===== src/rtl/muldiv_sequencer.sv =====
// muldiv_sequencer: iterative MULT/MULTU/DIV/DIVU unit with HI/LO registers and pipeline stall request.
// Define MULDIV_DIVIDE_EN to include the divide path; otherwise divide requests are never accepted.
module muldiv_sequencer #(
    parameter int WIDTH = 32
) (
    input  logic             clk,
    input  logic             rst,
    input  logic             start,
    input  logic [1:0]       op,
    input  logic [WIDTH-1:0] rs_val,
    input  logic [WIDTH-1:0] rt_val,
    input  logic             flush,
    output logic             busy,
    output logic             stall_req,
    output logic             done,
    output logic [WIDTH-1:0] hi,
    output logic [WIDTH-1:0] lo
);
`ifdef MULDIV_DIVIDE_EN
    localparam bit DIV_EN = 1'b1;
`else
    localparam bit DIV_EN = 1'b0;
`endif
    localparam int CW = (WIDTH > 1) ? $clog2(WIDTH) : 1;
    localparam logic [CW-1:0] LAST = CW'(WIDTH - 1);

    typedef enum logic [1:0] {IDLE, RUN, FIX, DONE} state_t;

    state_t           state_q, state_d;
    logic [CW-1:0]    cnt_q, cnt_d;
    logic             div_q, div_d;
    logic             neg_res_q, neg_res_d;
    logic             neg_rem_q, neg_rem_d;
    logic [WIDTH-1:0] a_q, a_d, b_q, b_d;
    logic [WIDTH-1:0] hi_q, hi_d, lo_q, lo_d;
    logic [WIDTH:0]   acc_q, acc_d;

    logic             accept, rs_neg, rt_neg, ge;
    logic [WIDTH-1:0] rs_mag, rt_mag, quo, rem;
    logic [WIDTH:0]   sum, shifted;
    logic [2*WIDTH-1:0] prod;

    assign busy      = (state_q == RUN) | (state_q == FIX);
    assign done      = (state_q == DONE);
    assign stall_req = busy | accept;
    assign hi        = hi_q;
    assign lo        = lo_q;

    always_comb begin
        accept  = start & ~flush & ((state_q == IDLE) | (state_q == DONE)) & (DIV_EN | ~op[1]);
        rs_neg  = op[0] & rs_val[WIDTH-1];
        rt_neg  = op[0] & rt_val[WIDTH-1];
        rs_mag  = rs_neg ? -rs_val : rs_val;
        rt_mag  = rt_neg ? -rt_val : rt_val;
        // a_q is the multiplier/quotient shift register, acc_q the partial product/remainder
        sum     = acc_q + (a_q[0] ? {1'b0, b_q} : '0);
        shifted = {acc_q[WIDTH-1:0], a_q[WIDTH-1]};
        ge      = shifted >= {1'b0, b_q};
        prod    = neg_res_q ? -{acc_q[WIDTH-1:0], a_q} : {acc_q[WIDTH-1:0], a_q};
        quo     = (b_q == '0) ? '1 : (neg_res_q ? -a_q : a_q);
        rem     = neg_rem_q ? -acc_q[WIDTH-1:0] : acc_q[WIDTH-1:0];
        state_d   = state_q;
        cnt_d     = cnt_q;
        div_d     = div_q;
        neg_res_d = neg_res_q;
        neg_rem_d = neg_rem_q;
        a_d       = a_q;
        b_d       = b_q;
        acc_d     = acc_q;
        hi_d      = hi_q;
        lo_d      = lo_q;
        if (accept) begin
            state_d   = RUN;
            cnt_d     = '0;
            div_d     = DIV_EN & op[1];
            neg_res_d = rs_neg ^ rt_neg;
            neg_rem_d = rs_neg;
            a_d       = op[1] ? rs_mag : rt_mag;
            b_d       = op[1] ? rt_mag : rs_mag;
            acc_d     = '0;
        end else if (busy & flush) begin
            state_d = IDLE;
        end else begin
            case (state_q)
                RUN: begin
                    acc_d   = div_q ? (ge ? shifted - {1'b0, b_q} : shifted) : {1'b0, sum[WIDTH:1]};
                    a_d     = div_q ? {a_q[WIDTH-2:0], ge} : {sum[0], a_q[WIDTH-1:1]};
                    cnt_d   = cnt_q + 1'b1;
                    state_d = (cnt_q == LAST) ? FIX : RUN;
                end
                FIX: begin
                    state_d = DONE;
                    hi_d    = div_q ? rem : prod[2*WIDTH-1:WIDTH];
                    lo_d    = div_q ? quo : prod[WIDTH-1:0];
                end
                DONE:    state_d = IDLE;
                default: state_d = IDLE;
            endcase
        end
    end

    always_ff @(posedge clk) begin
        if (rst) begin
            state_q   <= IDLE;
            cnt_q     <= '0;
            div_q     <= 1'b0;
            neg_res_q <= 1'b0;
            neg_rem_q <= 1'b0;
            a_q       <= '0;
            b_q       <= '0;
            acc_q     <= '0;
            hi_q      <= '0;
            lo_q      <= '0;
        end else begin
            state_q   <= state_d;
            cnt_q     <= cnt_d;
            div_q     <= div_d;
            neg_res_q <= neg_res_d;
            neg_rem_q <= neg_rem_d;
            a_q       <= a_d;
            b_q       <= b_d;
            acc_q     <= acc_d;
            hi_q      <= hi_d;
            lo_q      <= lo_d;
        end
    end
endmodule

===== config.mk =====
export PLATFORM = sky130hd
export DESIGN_NAME = muldiv_sequencer
export DESIGN_NICKNAME = d
export VERILOG_FILES = /design/src/rtl/muldiv_sequencer.sv
export SDC_FILE = /design/constraint.sdc
export NUM_CORES = 1
export LEC_CHECK = 0
export CORE_MARGIN = 2
export CORE_UTILIZATION = 42
export DETAILED_ROUTE_END_ITERATION = 16
export GPL_ROUTABILITY_DRIVEN = 0
export SYNTH_ARGS = -nofsm -noshare
export SYNTH_HDL_FRONTEND = slang
export SYNTH_SLANG_ARGS = --single-unit

===== constraint.sdc =====
create_clock -name clk -period 6.58 [get_ports clk]
set_clock_uncertainty 0.2 [all_clocks]
set_input_delay 1.316 -clock clk [delete_from_list [all_inputs] [get_ports clk]]
set_output_delay 1.316 -clock clk [all_outputs]
set_load 0.03 [all_outputs]

==> results.txt, run 1 <==
The delay contributed by the slowest stage of the critical path was 690 ps. The most common cell after layout, fill and taps aside is sky130_fd_sc_hd__dfxtp_1. The fraction of the mapped netlist area in adder cells came out at 4.84%.

The root cell of the clock tree was sky130_fd_sc_hd__clkbuf_16. The min-delay analysis places its worst path in the category flop to flop. Summed over all layers, the global routing overflow is 0. The total clock sinks is 168, and the final critical-path share of the clock period is 68.7%. The worst register-to-register path begins at a_q[0].

The run gives 0 as the number of diodes. The worst-case IR drop observed on VDD is 0.000157 V. The Yosys step of the flow raised 0 warnings.

The number of flops mapped to enable cells by yosys came out at 0. Type of the worst setup path: primary input to primary output. Max-cap violations in this run came to 0.

After clock tree synthesis, the clock-pin slew on the worst setup and hold paths is 70 ps. The run gives 63 as the count of different cell masters after synthesis. The synthesized netlist devotes 23.7% of its cell area to simple gates. The most numerous cell on the critical path was sky130_fd_sc_hd__clkdlybuf4s50_1. Wire length of the first global-routing pass: 50.0 mm. Buffers inserted to repair hold after CTS numbered 0. In the synthesized netlist, mux cells make up 1.03% of the area. The fraction of the mapped netlist area in compound gates is 24.7%, and the pin count of the biggest net entering global routing is 79. The required time reported for the critical path endpoint came out at 5060 ps. The measured slew at the worst slew-check pin was 1120 ps; the number of nets in the layout was 1570. The tools report the detailed-router iteration count before antenna repair as 5. The slowest stage of the critical path belongs to the cell sky130_fd_sc_hd__clkdlybuf4s50_1. The H-tree depth was 4; the total wire length after detailed routing was 31.5 mm. For this configuration, the core starts out at a cell density of 42.7%.

Traced cell by cell, the critical path runs through clkdlybuf4s50_1, inv_1, nand4_1, nand2_1, clkdlybuf4s50_1. The number of cell instances on the worst register-to-register path came out at 11. The run finished with clean final reports. STA classifies the critical path startpoint as a primary input.

The via count normalized by instance count came out at 5.73. In this run the count of I/O pins placed on the die edge is 137. In the synthesized netlist, the number of instances is 1382.

For the post-synthesis net count, the log shows 1493. The full die area is 26900 um2, and the layout-stage area growth over the synthesis result is 19.7%. The average wire per cell in the routed design was 17.5 um; the synthesized flop and latch total was 168. The die outline height was 164 um; the number of rows created at floorplan was 58. For this block, the initial DRC count from the detailed router was 981.

A synthesized cell averages 7.79 um2. The number of clock buffers inserted by TritonCTS is 17, and the worst-case register-to-register setup slack is 2500 ps. The region available for standard cell placement spans 25200 um2. The hold violation count in the final report is 0.

In this run the most critical hold path is launched from hi[16]. The buffering stage count on the worst path with inverters included is 3. The power density over the cells is 183 nW/um2. The top cell types in the final layout, fill and taps aside, are sky130_fd_sc_hd__dfxtp_1 (167), sky130_fd_sc_hd__nand2_1 (141), sky130_fd_sc_hd__nor2_1 (140). Of all nets on the critical path, the largest fanout is 5.

For the via count of the first global-routing pass, the log shows 9204. The run gives 10317 as the via count. Summed over all nets, the half-perimeter wirelength after detailed placement is 23.5 mm.

The tools report the post-cts gate resize count as 0. Cell count of the worst hold path: 2. The worst setup path is captured at a primary output.

Measured against its own limit, the worst slew margin works out to 25.5%. The family of cells with the greatest summed delay on the critical path is buffers and inverters. Setup violations remaining at the end of the flow were counted as 0. Largest family of logic cells by synthesized area: compound AO/OA/AOI/OAI gates. TritonCTS built the clock tree. Data arrives at the worst endpoint at 3000 ps.

For this run, the leading register cell type out of synthesis is sky130_fd_sc_hd__dfxtp_1. The logs give 0 for the number of antenna violations at the first check in global routing and 0 ps for the sum of negative setup slack. The number of buffers inserted by port buffering is 136. The max-slew violation count is 0. Destination of the worst register-to-register timing path: acc_q[21].

Summing every instance area after synthesis gives 10800 um2. For the maximum clock frequency, the log shows 221 MHz. After detailed routing, the number of remaining DRC violations is 0.

Of the cells placed in the final design, the portion with a size suffix greater than 1 is 4.55%. The die is 164 um wide. Summing the areas of all xor and xnor instances in the mapped netlist gives 10.5% of the synthesized area. Once layout is done, the placed cells without fillers occupy 12900 um2.

For this design the static power due to leakage is 0.00461 uW. At the later pin of the worst-skew pair, clock insertion delay measures 430 ps. The logs give 0 for the number of nets with antenna violations after routing and 31.2% for the sequential share of the synthesized area.

The run gives 23.3% as the global-route total usage across every layer. The post-place instance area came out at 12300 um2. For hold timing, the worst endpoint is hi[16]. The final critical delay including setup and external delays is 4520 ps. The longest clock path from root to sink contains 2 buffers. Setup repair after global routing left no endpoint under its margin. The number of setup buffers added after CTS is 0. Async set-reset flop share out of synthesis: 0%.
how the worst max path moves through the flow:
stage	endpoint	startpoint	slack, ps	cells past startpoint
floorplan	stall_req	flush	2730	5
global placement	a_q[28]	rt_val[0]	2030	9
detailed placement	a_q[28]	rt_val[0]	1960	9
CTS	stall_req	flush	2070	5
global route	stall_req	flush	1970	5
finish	stall_req	flush	2060	5
worst register-to-register path: stages, from the launching register on:
cell	delay, ps
sky130_fd_sc_hd__dfxtp_1	310
sky130_fd_sc_hd__buf_4	250
sky130_fd_sc_hd__and2_1	230
sky130_fd_sc_hd__ha_1	210
sky130_fd_sc_hd__fa_1	430
sky130_fd_sc_hd__a211oi_1	350
sky130_fd_sc_hd__o21bai_1	190
sky130_fd_sc_hd__a211oi_1	650
sky130_fd_sc_hd__o21ai_0	460
sky130_fd_sc_hd__a31oi_1	340
sky130_fd_sc_hd__xor2_1	220
sky130_fd_sc_hd__o21ai_0	100
Yosys cell counts (18+ instances only):
library cell | n | area share, %
sky130_fd_sc_hd__or3_1 | 31 | 1.8
sky130_fd_sc_hd__a311oi_1 | 28 | 2.3
sky130_fd_sc_hd__inv_1 | 24 | 0.84
sky130_fd_sc_hd__a21oi_1 | 84 | 3.9
sky130_fd_sc_hd__dfxtp_1 | 168 | 31
sky130_fd_sc_hd__a211oi_1 | 74 | 5.2
sky130_fd_sc_hd__nand3_1 | 57 | 2.7
sky130_fd_sc_hd__nor3_1 | 34 | 1.6
sky130_fd_sc_hd__xnor2_1 | 50 | 4.1
sky130_fd_sc_hd__xor2_1 | 79 | 6.4
sky130_fd_sc_hd__clkbuf_1 | 78 | 2.7
sky130_fd_sc_hd__o41ai_1 | 18 | 1.5
sky130_fd_sc_hd__nand2_1 | 141 | 4.9
sky130_fd_sc_hd__nor2_1 | 140 | 4.9
sky130_fd_sc_hd__o31ai_1 | 32 | 2.2
sky130_fd_sc_hd__and2_1 | 39 | 2.3
sky130_fd_sc_hd__ha_1 | 40 | 4.6
sky130_fd_sc_hd__o21ai_0 | 68 | 3.2
stage by stage:
step           hold WS, ps  utilization (%)  power, uW  instances  setup WS [ps]
4_1_cts                256             51.2       2370       1802           2070
3_5_place_dp           245             48.9       1380       1770           1960
3_3_place_gp           242             48.9       1380       1770           2030
5_1_grt                273             51.2       2450       1802           1970
6_report               252             51.2       2360       1802           2060
2_1_floorplan          227                -       1260       1382           2730
cell type report:
cell class	count	area, um2
Tap cell	330	413
Fill cell	2418	12300
Clock inverter	15	149
Inverter	24	90.1
Clock buffer	17	425
Timing Repair Buffer	147	1440
Multi-Input combinational cell	1101	7000
Sequential cell	168	3360
report_power, final:
part / switching, uW / internal (uW) / leakage [uW] / total [uW]
registers: 24.9 / 1040 / 0.00136 / 1060
clock network: 488 / 506 / 0.000277 / 994
logic: 183 / 118 / 0.00297 / 301
total: 696 / 1660 / 0.00461 / 2360
kinds of logic after synthesis:
family          Yosys count
xor+xnor                129
fa+ha+maj                41
mux                      11
buf+inv                 113
compound gates          393
flops                   168
simple gates            527
registers in the layout, summed over array words and instances (netlist names):
register / flops
a_q: 32
cnt_q: 5
hi: 32
neg_res_q: 1
lo: 32
state_q: 2
b_q: 32
acc_q: 32
layer usage:
metal  up-vias  GRT usage [%]  share of wire [%]
li1       5231              -                  -
met5         -              0                  0
met3        31           3.31                6.3
met4         0           6.22                1.6
met2       319           34.4                 42
met1      4736           35.2                 50
No activity file was read; power rests on OpenSTA's default activity.
==> inputs of run 2 (changes only) <==
Settings changed: PLACE_DENSITY set to 0.66.
Clock period 6.58 ns to 3.99 ns, I/O delays scaled along.
==> results.txt, run 2 (synthesized netlist as in run 1, its figures left out) <==
The final setup violation count was 0 (unchanged). The sum of negative setup slack is 0 ps (unchanged). The switching share of power is 29.2% (was 29.5%), and the H-tree depth is 4 (unchanged). Slack of the critical path: 560 ps (was 2060 ps).

The tools report the category of the worst setup path capture point as a flop (was a primary output). The via count normalized by instance count works out to 5.70 (was 5.73). The remaining global-route overflow was 0 (unchanged); the pin count of the biggest net entering global routing was 96 (was 79). The clock power share is 42.1% (was 42.2%).

For this run, the top clock speed supported by timing is 292 MHz. Setup repair after global routing left no endpoint under its margin. The tools report the startpoint type of the worst setup path as a flop (was a primary input). The I/O pin count was 137 (unchanged). The number of nets in the layout came out at 1590 (was 1570). Path type of the worst min-delay path: flop to flop (unchanged). The tools report the via count as 10394 (was 10317).

The run gives 23.0% (was 23.3%) as the global-route total usage across every layer. The tools report the startpoint of the tightest hold check path as hi[16] (unchanged). The average wire per cell in the routed design is 17.0 um (was 17.5 um). The number of clock buffers inserted by TritonCTS was 17 (unchanged). The run finished with clean final reports. The worst-case register-to-register setup slack was 560 ps (was 2500 ps). The launch point of the worst reg-to-reg path was a_q[8] (was a_q[0]). Detailed-router iteration count before antenna repair: 7 (was 5). The tools report the worst setup slack before clock tree synthesis as 186 ps (was 1960 ps). The logs give 13.0% (was 12.8%) for the logic gate share of total power and 9403 (was 9204) for the via count of the first global-routing pass. The run gives 0 (unchanged) as the number of max-cap violations. The logs give 785 (was 981) for the initial DRC count and 0 (unchanged) for the number of diodes. The maximum root-to-sink buffer count is 2 (unchanged). After layout, the minimum clock period comes to 3430 ps. The number of buffers inserted for hold repair after clock tree synthesis is 0 (unchanged), and the power density over the cells is 298 nW/um2 (was 183 nW/um2).

Internal portion of total power: 2750 uW (was 1660 uW). The tools report the normalized max-slew margin as 46.6% (was 25.5%). The clock-pin slew on the worst setup and hold paths works out to 70 ps (about the same). The number of cell instances on the worst register-to-register path came out at 7 (was 11). The highest net fanout along the worst path works out to 12 (was 5). For the total half-perimeter wirelength after legalization and detailed placement, the log shows 23.5 mm (about the same). The highest ir drop seen on vdd is 0.000214 V (was 0.000157 V). Most common cell after layout, fill and taps aside: sky130_fd_sc_hd__dfxtp_1 (unchanged). The proportion of power drawn by flip-flops and latches is 44.9% (was 45.0%), and the cell count of the worst hold path is 2 (unchanged). The number of rows created at floorplan came out at 58 (unchanged). The tools report the total wire length after detailed routing as 31.0 mm (was 31.5 mm).

Root cell of the clock tree: sky130_fd_sc_hd__clkbuf_16 (unchanged). The tools report the terminating pin of the worst hold path as hi[16] (unchanged). Commonest non-fill, non-tap cells in the layout: sky130_fd_sc_hd__dfxtp_1 (168), sky130_fd_sc_hd__nand2_1 (141), sky130_fd_sc_hd__nor2_1 (140) (was sky130_fd_sc_hd__dfxtp_1 (167), sky130_fd_sc_hd__nand2_1 (141), sky130_fd_sc_hd__nor2_1 (140)). The run gives 0 (unchanged) as the total setup buffers inserted after CTS. For the required time reported for the critical path endpoint, the log shows 4100 ps (was 5060 ps). In the finished design, the share of the clock period the worst path needs comes to 86.0%. The tools report the wire length of the first global-routing pass as 49.4 mm (was 50.0 mm). The tools report the number of nets with antenna violations after routing as 0 (unchanged). The initial cell density of the core is 42.7% (unchanged). For the core outline area, the log shows 25200 um2 (unchanged).

The post-cts gate resize count came out at 0 (unchanged). For the full die area, the log shows 26900 um2 (unchanged). The hold violation count in the final report was 0 (unchanged); the fraction of layout cells with a size suffix above 1 was 5.76% (was 4.55%). The total clock sinks came out at 168 (unchanged).

The die outline height was 164 um (unchanged). The number of buffers inserted by port buffering was 136 (unchanged); the measured slew at the worst slew-check pin was 795 ps (was 1120 ps). The leakage power total is 0.00473 uW (was 0.00461 uW).

The tools report the clock insertion delay at the later pin of the skew report as 440 ps (was 430 ps). The run gives 1140 uW (was 696 uW) as the net switching component of the power. The remaining routing DRC violations was 0 (unchanged). The destination of the worst register-to-register timing path was hi[7] (was acc_q[21]). The number of antenna violations at the first check in global routing was 0 (unchanged); the max-slew violation count was 0 (unchanged). The die outline width is 164 um (unchanged).

The type of the worst setup path is flop to flop (was primary input to primary output). The data arrival at the endpoint of the critical path was 3540 ps (was 3000 ps); the layout-stage area growth over the synthesis result was 21.3% (was 19.7%). TritonCTS built the clock tree.
run 2: worst max-delay path, stage by stage, from the launching register on:
cell and delay (ps):
sky130_fd_sc_hd__dfxtp_1 390, sky130_fd_sc_hd__or4_1 610, sky130_fd_sc_hd__nor3_1 440, sky130_fd_sc_hd__nand2_1 420, sky130_fd_sc_hd__or4_1 660, sky130_fd_sc_hd__o31ai_1 270, sky130_fd_sc_hd__xor2_1 210, sky130_fd_sc_hd__o21ai_0 100
run 2: how the worst max path moves through the flow:
stage / start / endpoint / slack (ps) / depth (start not counted)
CTS: a_q[8] / hi[7] / 590 / 7
global placement: rt_val[1] / a_q[28] / 210 / 9
detailed placement: rt_val[1] / a_q[28] / 190 / 9
floorplan: a_q[0] / acc_q[31] / 610 / 12
finish: a_q[8] / hi[7] / 560 / 7
global route: a_q[8] / hi[7] / 350 / 7
run 2: cell type report:
type,count,area [um2]
inverters,24,90.1
fillers,2469,12100
flip-flops and latches,168,3360
multi-input cells,1101,6990
clock buffers,17,425
well taps,330,413
clock inverters,15,158
repair buffers,167,1610
run 2: power by group through the flow:
stage / Combinational (uW) / Sequential, uW / Clock [uW]
after floorplan: 314 / 1770 / 0
after global placement: 497 / 1780 / 0
after detailed placement: 503 / 1780 / 0
after CTS: 504 / 1740 / 1660
after global routing: 557 / 1750 / 1730
final: 506 / 1750 / 1630
run 2: stage by stage:
| stage | utilization, % | total power [uW] | area (um2) | std cells | hold WS, ps |
|---|---|---|---|---|---|
| after detailed placement | 49.5 | 2290 | 12500 | 1790 | 247 |
| final | 51.8 | 3890 | 13100 | 1822 | 255 |
| after global placement | 49.5 | 2280 | 12500 | 1790 | 238 |
| after CTS | 51.8 | 3910 | 13100 | 1822 | 258 |
| after global routing | 51.8 | 4040 | 13100 | 1822 | 267 |
| after floorplan | - | 2080 | 10800 | 1382 | 227 |
run 2: layer usage:
layer / track usage (%) / vias up / share of wire (%) / wire [um]
met5: 0 / - / 0 / 0
met3: 3.03 / 29 / 6.9 / 2150
li1: - / 5255 / - / -
met1: 34.7 / 4746 / 49 / 15200
met2: 34.0 / 364 / 43 / 13200
met4: 6.14 / 0 / 1.4 / 419
==> inputs of run 3 (changes only) <==
Settings changed: ABC_AREA set to 1, PLACE_DENSITY 0.66 to unset.
==> results.txt, run 3 <==
Ranking of synthesized cells by instance count: sky130_fd_sc_hd__nand2_1 (692), sky130_fd_sc_hd__inv_1 (320), sky130_fd_sc_hd__nor2_1 (311) (was sky130_fd_sc_hd__dfxtp_1 (168), sky130_fd_sc_hd__nand2_1 (141), sky130_fd_sc_hd__nor2_1 (140)). The maximum clock frequency is 326 MHz (was 292 MHz). The synthesized flop and latch total was 168 (unchanged); the H-tree depth was 4 (unchanged). The via count is 14176 (was 10394).

The I/O pin count is 137 (unchanged). The dominant cell by count in the synthesized netlist was sky130_fd_sc_hd__nand2_1 (was sky130_fd_sc_hd__dfxtp_1). The total half-perimeter wirelength after legalization and detailed placement was 35.0 mm (was 23.5 mm).

The tools report the destination of the worst register-to-register timing path as acc_q[27] (was hi[7]). The post-layout total power was 4340 uW (was 3890 uW); the normalized max-slew margin was 41.9% (was 46.6%). The clock-pin slew on the worst setup and hold paths is 70 ps (about the same), and the maximum root-to-sink buffer count is 2 (unchanged). The power density over the cells came out at 286 nW/um2 (was 298 nW/um2). For the final standard cell area without fillers, the log shows 15200 um2 (was 13100 um2). The run finished with clean final reports.

The tools report the number of buffers inserted for hold repair after clock tree synthesis as 0 (unchanged). The number of fill cells is 3281 (was 2469), and the required time reported for the critical path endpoint is 4120 ps (was 4100 ps). The fraction of the mapped netlist area in adder cells was 4.03% (was 4.84%).

The layout-stage area growth over the synthesis result was 17.4% (was 21.3%). The launch point of the worst reg-to-reg path is a_q[0] (was a_q[8]). The tools report the yosys synthesis warning count as 0 (unchanged). Number of buffers inserted by port buffering: 136 (unchanged).

The worst setup slack before clock tree synthesis is 857 ps (was 186 ps), and the clock insertion delay at the later pin of the skew report is 440 ps (about the same). The mean area per synthesized cell works out to 5.76 um2 (was 7.79 um2). For the area occupied by multi-input gates, the log shows 7980 um2 (was 6990 um2).

The total wire length after detailed routing was 43.7 mm (was 31.0 mm); the initial DRC count was 1223 (was 785). The async set-reset flop share out of synthesis was 0% (unchanged); the die outline width was 179 um (was 164 um). The hold violation count in the final report was 0 (unchanged); the die outline height was 179 um (was 164 um).

Predominant post-synthesis flop cell: sky130_fd_sc_hd__dfxtp_1 (unchanged). The highest net fanout along the worst path was 22 (was 12); the sequential share of the synthesized area was 26.0% (was 31.2%). For the max-slew violation count, the log shows 0 (unchanged). The cell taking the most area after synthesis was sky130_fd_sc_hd__dfxtp_1 (unchanged). The area fraction in and, or, nand and nor cells after synthesis was 41.3% (was 23.7%).

Number of clock buffers inserted by TritonCTS: 17 (unchanged). The initial cell density of the core was 42.5% (was 42.7%); the number of rows created at floorplan was 64 (was 58). The logs give 2452 (was 1590) for the number of nets in the layout and 60 (was 96) for the pin count of the biggest net entering global routing.

The tools report the post-synthesis net count as 2352 (was 1493). Commonest non-fill, non-tap cells in the layout: sky130_fd_sc_hd__nand2_1 (692), sky130_fd_sc_hd__inv_1 (320), sky130_fd_sc_hd__nor2_1 (310) (was sky130_fd_sc_hd__dfxtp_1 (168), sky130_fd_sc_hd__nand2_1 (141), sky130_fd_sc_hd__nor2_1 (140)). The number of nets with antenna violations after routing came out at 0 (unchanged).

The proportion of synthesized area in mux cells was 0% (was 1.03%). The average wire per cell in the routed design was 15.9 um (was 17.0 um). The tools report the category of the worst setup path capture point as a flop (unchanged).

The remaining routing DRC violations is 0 (unchanged). End point of the critical path: acc_q[27] (was hi[7]). Data arrival at the endpoint of the critical path: 3190 ps (was 3540 ps).

Biggest area contributors in the synthesized netlist: sky130_fd_sc_hd__dfxtp_1 (26%), sky130_fd_sc_hd__nand2_1 (20%), sky130_fd_sc_hd__inv_1 (9.3%), sky130_fd_sc_hd__nor2_1 (9.0%), sky130_fd_sc_hd__nand3_1 (7.1%) (was sky130_fd_sc_hd__dfxtp_1 (31%), sky130_fd_sc_hd__xor2_1 (6.4%), sky130_fd_sc_hd__a211oi_1 (5.2%), sky130_fd_sc_hd__nand2_1 (4.9%), sky130_fd_sc_hd__nor2_1 (4.9%)). The type of the worst setup path was flop to flop (unchanged). The core outline area is 30400 um2 (was 25200 um2). The share of the synthesized area in the top cell type is 26.0% (was 31.2%), and the highest ir drop seen on vdd is 0.000299 V (was 0.000214 V). The worst-case register-to-register setup slack is 920 ps (was 560 ps), and the number of standard cells after synthesis is 2241 (was 1382).

The logs give 0 (unchanged) for the number of max-cap violations and 50 (was 63) for the count of different cell masters after synthesis. The largest family of logic cells by synthesized area is simple AND/OR/NAND/NOR gates (was compound AO/OA/AOI/OAI gates). Global-route total usage across every layer: 27.5% (was 23.0%).

The tools report the launch point of the worst path as a_q[0] (was a_q[8]). Fraction of layout cells with a size suffix above 1: 4.42% (was 5.76%). Leakage power total: 0.00756 uW (was 0.00473 uW).

The slack of the critical path was 921 ps (was 560 ps); the final setup violation count was 0 (unchanged). The number of cell instances on the worst register-to-register path is 16 (was 7), and the via count normalized by instance count is 5.15 (was 5.70). The post-cts gate resize count came out at 0 (unchanged). The logs give 12900 um2 (was 10800 um2) for the combined area of all synthesized cells and 3360 um2 (about the same) for the register area. Via count of the first global-routing pass: 13079 (was 9403). The logs give 0 (unchanged) for the total setup buffers inserted after CTS and 0 ps (unchanged) for the sum of negative setup slack. The final critical-path share of the clock period was 76.9% (was 86.0%).

Detailed-router iteration count before antenna repair: 5 (was 7). The fraction of the mapped netlist area in compound gates was 12.7% (was 24.7%). The startpoint type of the worst setup path was a flop (unchanged). The full die area was 32200 um2 (was 26900 um2).

The final critical delay including setup and external delays is 3070 ps (was 3430 ps), and the xor/xnor cell area share of the yosys netlist is 3.73% (was 10.5%). Setup repair after global routing left no endpoint under its margin. The run gives 0 (unchanged) as the remaining global-route overflow. The wire length of the first global-routing pass is 69.3 mm (was 49.4 mm). The most common cell after layout, fill and taps aside is sky130_fd_sc_hd__nand2_1 (was sky130_fd_sc_hd__dfxtp_1). The tools report the startpoint of the tightest hold check path as b_q[19] (was hi[16]). The number of flops mapped to enable cells by yosys came out at 0 (unchanged). The post-place instance area is 14600 um2 (was 12500 um2). Measured slew at the worst slew-check pin: 870 ps (was 795 ps). The path type of the worst min-delay path was flop to flop (unchanged).

TritonCTS built the clock tree. For the total clock sinks, the log shows 168 (unchanged). Root cell of the clock tree: sky130_fd_sc_hd__clkbuf_16 (unchanged). Number of antenna violations at the first check in global routing: 1 (was 0).
-- run 3: area by class of cell --
class / instances / share of cell area (%)
inverter: 331 / 8.24
timing repair buffer: 148 / 9.69
multi-input combinational: 1675 / 52.7
antenna: 1 / 0.0165
clock inverter: 13 / 1.04
clock buffer: 18 / 2.90
tap: 396 / 3.27
sequential: 168 / 22.2
-- run 3: cells by family after synthesis --
| family | Yosys count |
|---|---|
| simple gates | 1278 |
| fa+ha+maj | 41 |
| xor+xnor | 55 |
| buf+inv | 398 |
| compound gates | 301 |
| flops | 168 |
-- run 3: worst min path at each step --
stage               to  slack, ps  depth (start not counted)
6_report       b_q[19]        260                          2
5_1_grt        b_q[26]        280                          2
3_3_place_gp   b_q[24]        240                          2
3_5_place_dp   b_q[27]        250                          2
4_1_cts        b_q[23]        260                          2
2_1_floorplan   b_q[0]        220                          2
-- run 3: metal layers --
layer,up-vias,wire (um),GRT usage [%]
li1,7260,-,-
met1,6419,20300,37.6
met2,436,19800,45.3
met3,61,2420,2.66
met4,0,1270,9.68
met5,-,0,0
-- run 3: power by group --
| group | internal [uW] | total [uW] | switching, uW | leakage [uW] |
|---|---|---|---|---|
| clock network | 958 | 1720 | 763 | 0.000296 |
| registers | 1710 | 1760 | 50.2 | 0.00136 |
| logic | 285 | 858 | 574 | 0.00590 |
-- run 3: worst max-delay path, stage by stage, from the launching register on --
cell and delay, ps:
sky130_fd_sc_hd__dfxtp_1 650, sky130_fd_sc_hd__buf_4 330, sky130_fd_sc_hd__nand2_1 80, sky130_fd_sc_hd__inv_1 60, sky130_fd_sc_hd__ha_1 280, sky130_fd_sc_hd__nand2_1 120, sky130_fd_sc_hd__nand3_1 220, sky130_fd_sc_hd__nand2_1 120
sky130_fd_sc_hd__nand2_1 120, sky130_fd_sc_hd__nand2_1 90, sky130_fd_sc_hd__nand2_1 110, sky130_fd_sc_hd__nand2_1 140, sky130_fd_sc_hd__nand2_1 70, sky130_fd_sc_hd__nand2_1 60, sky130_fd_sc_hd__nand3_1 150, sky130_fd_sc_hd__nand2_1 110
sky130_fd_sc_hd__inv_1 40
-- run 3: stage by stage --
step / std cells / util [%] / hold slack (ps)
2_1_floorplan: 2241 / - / 219
3_3_place_gp: 2718 / 47.9 / 242
3_5_place_dp: 2718 / 47.9 / 245
4_1_cts: 2749 / 49.8 / 260
5_1_grt: 2750 / 49.8 / 276
6_report: 2750 / 49.8 / 256
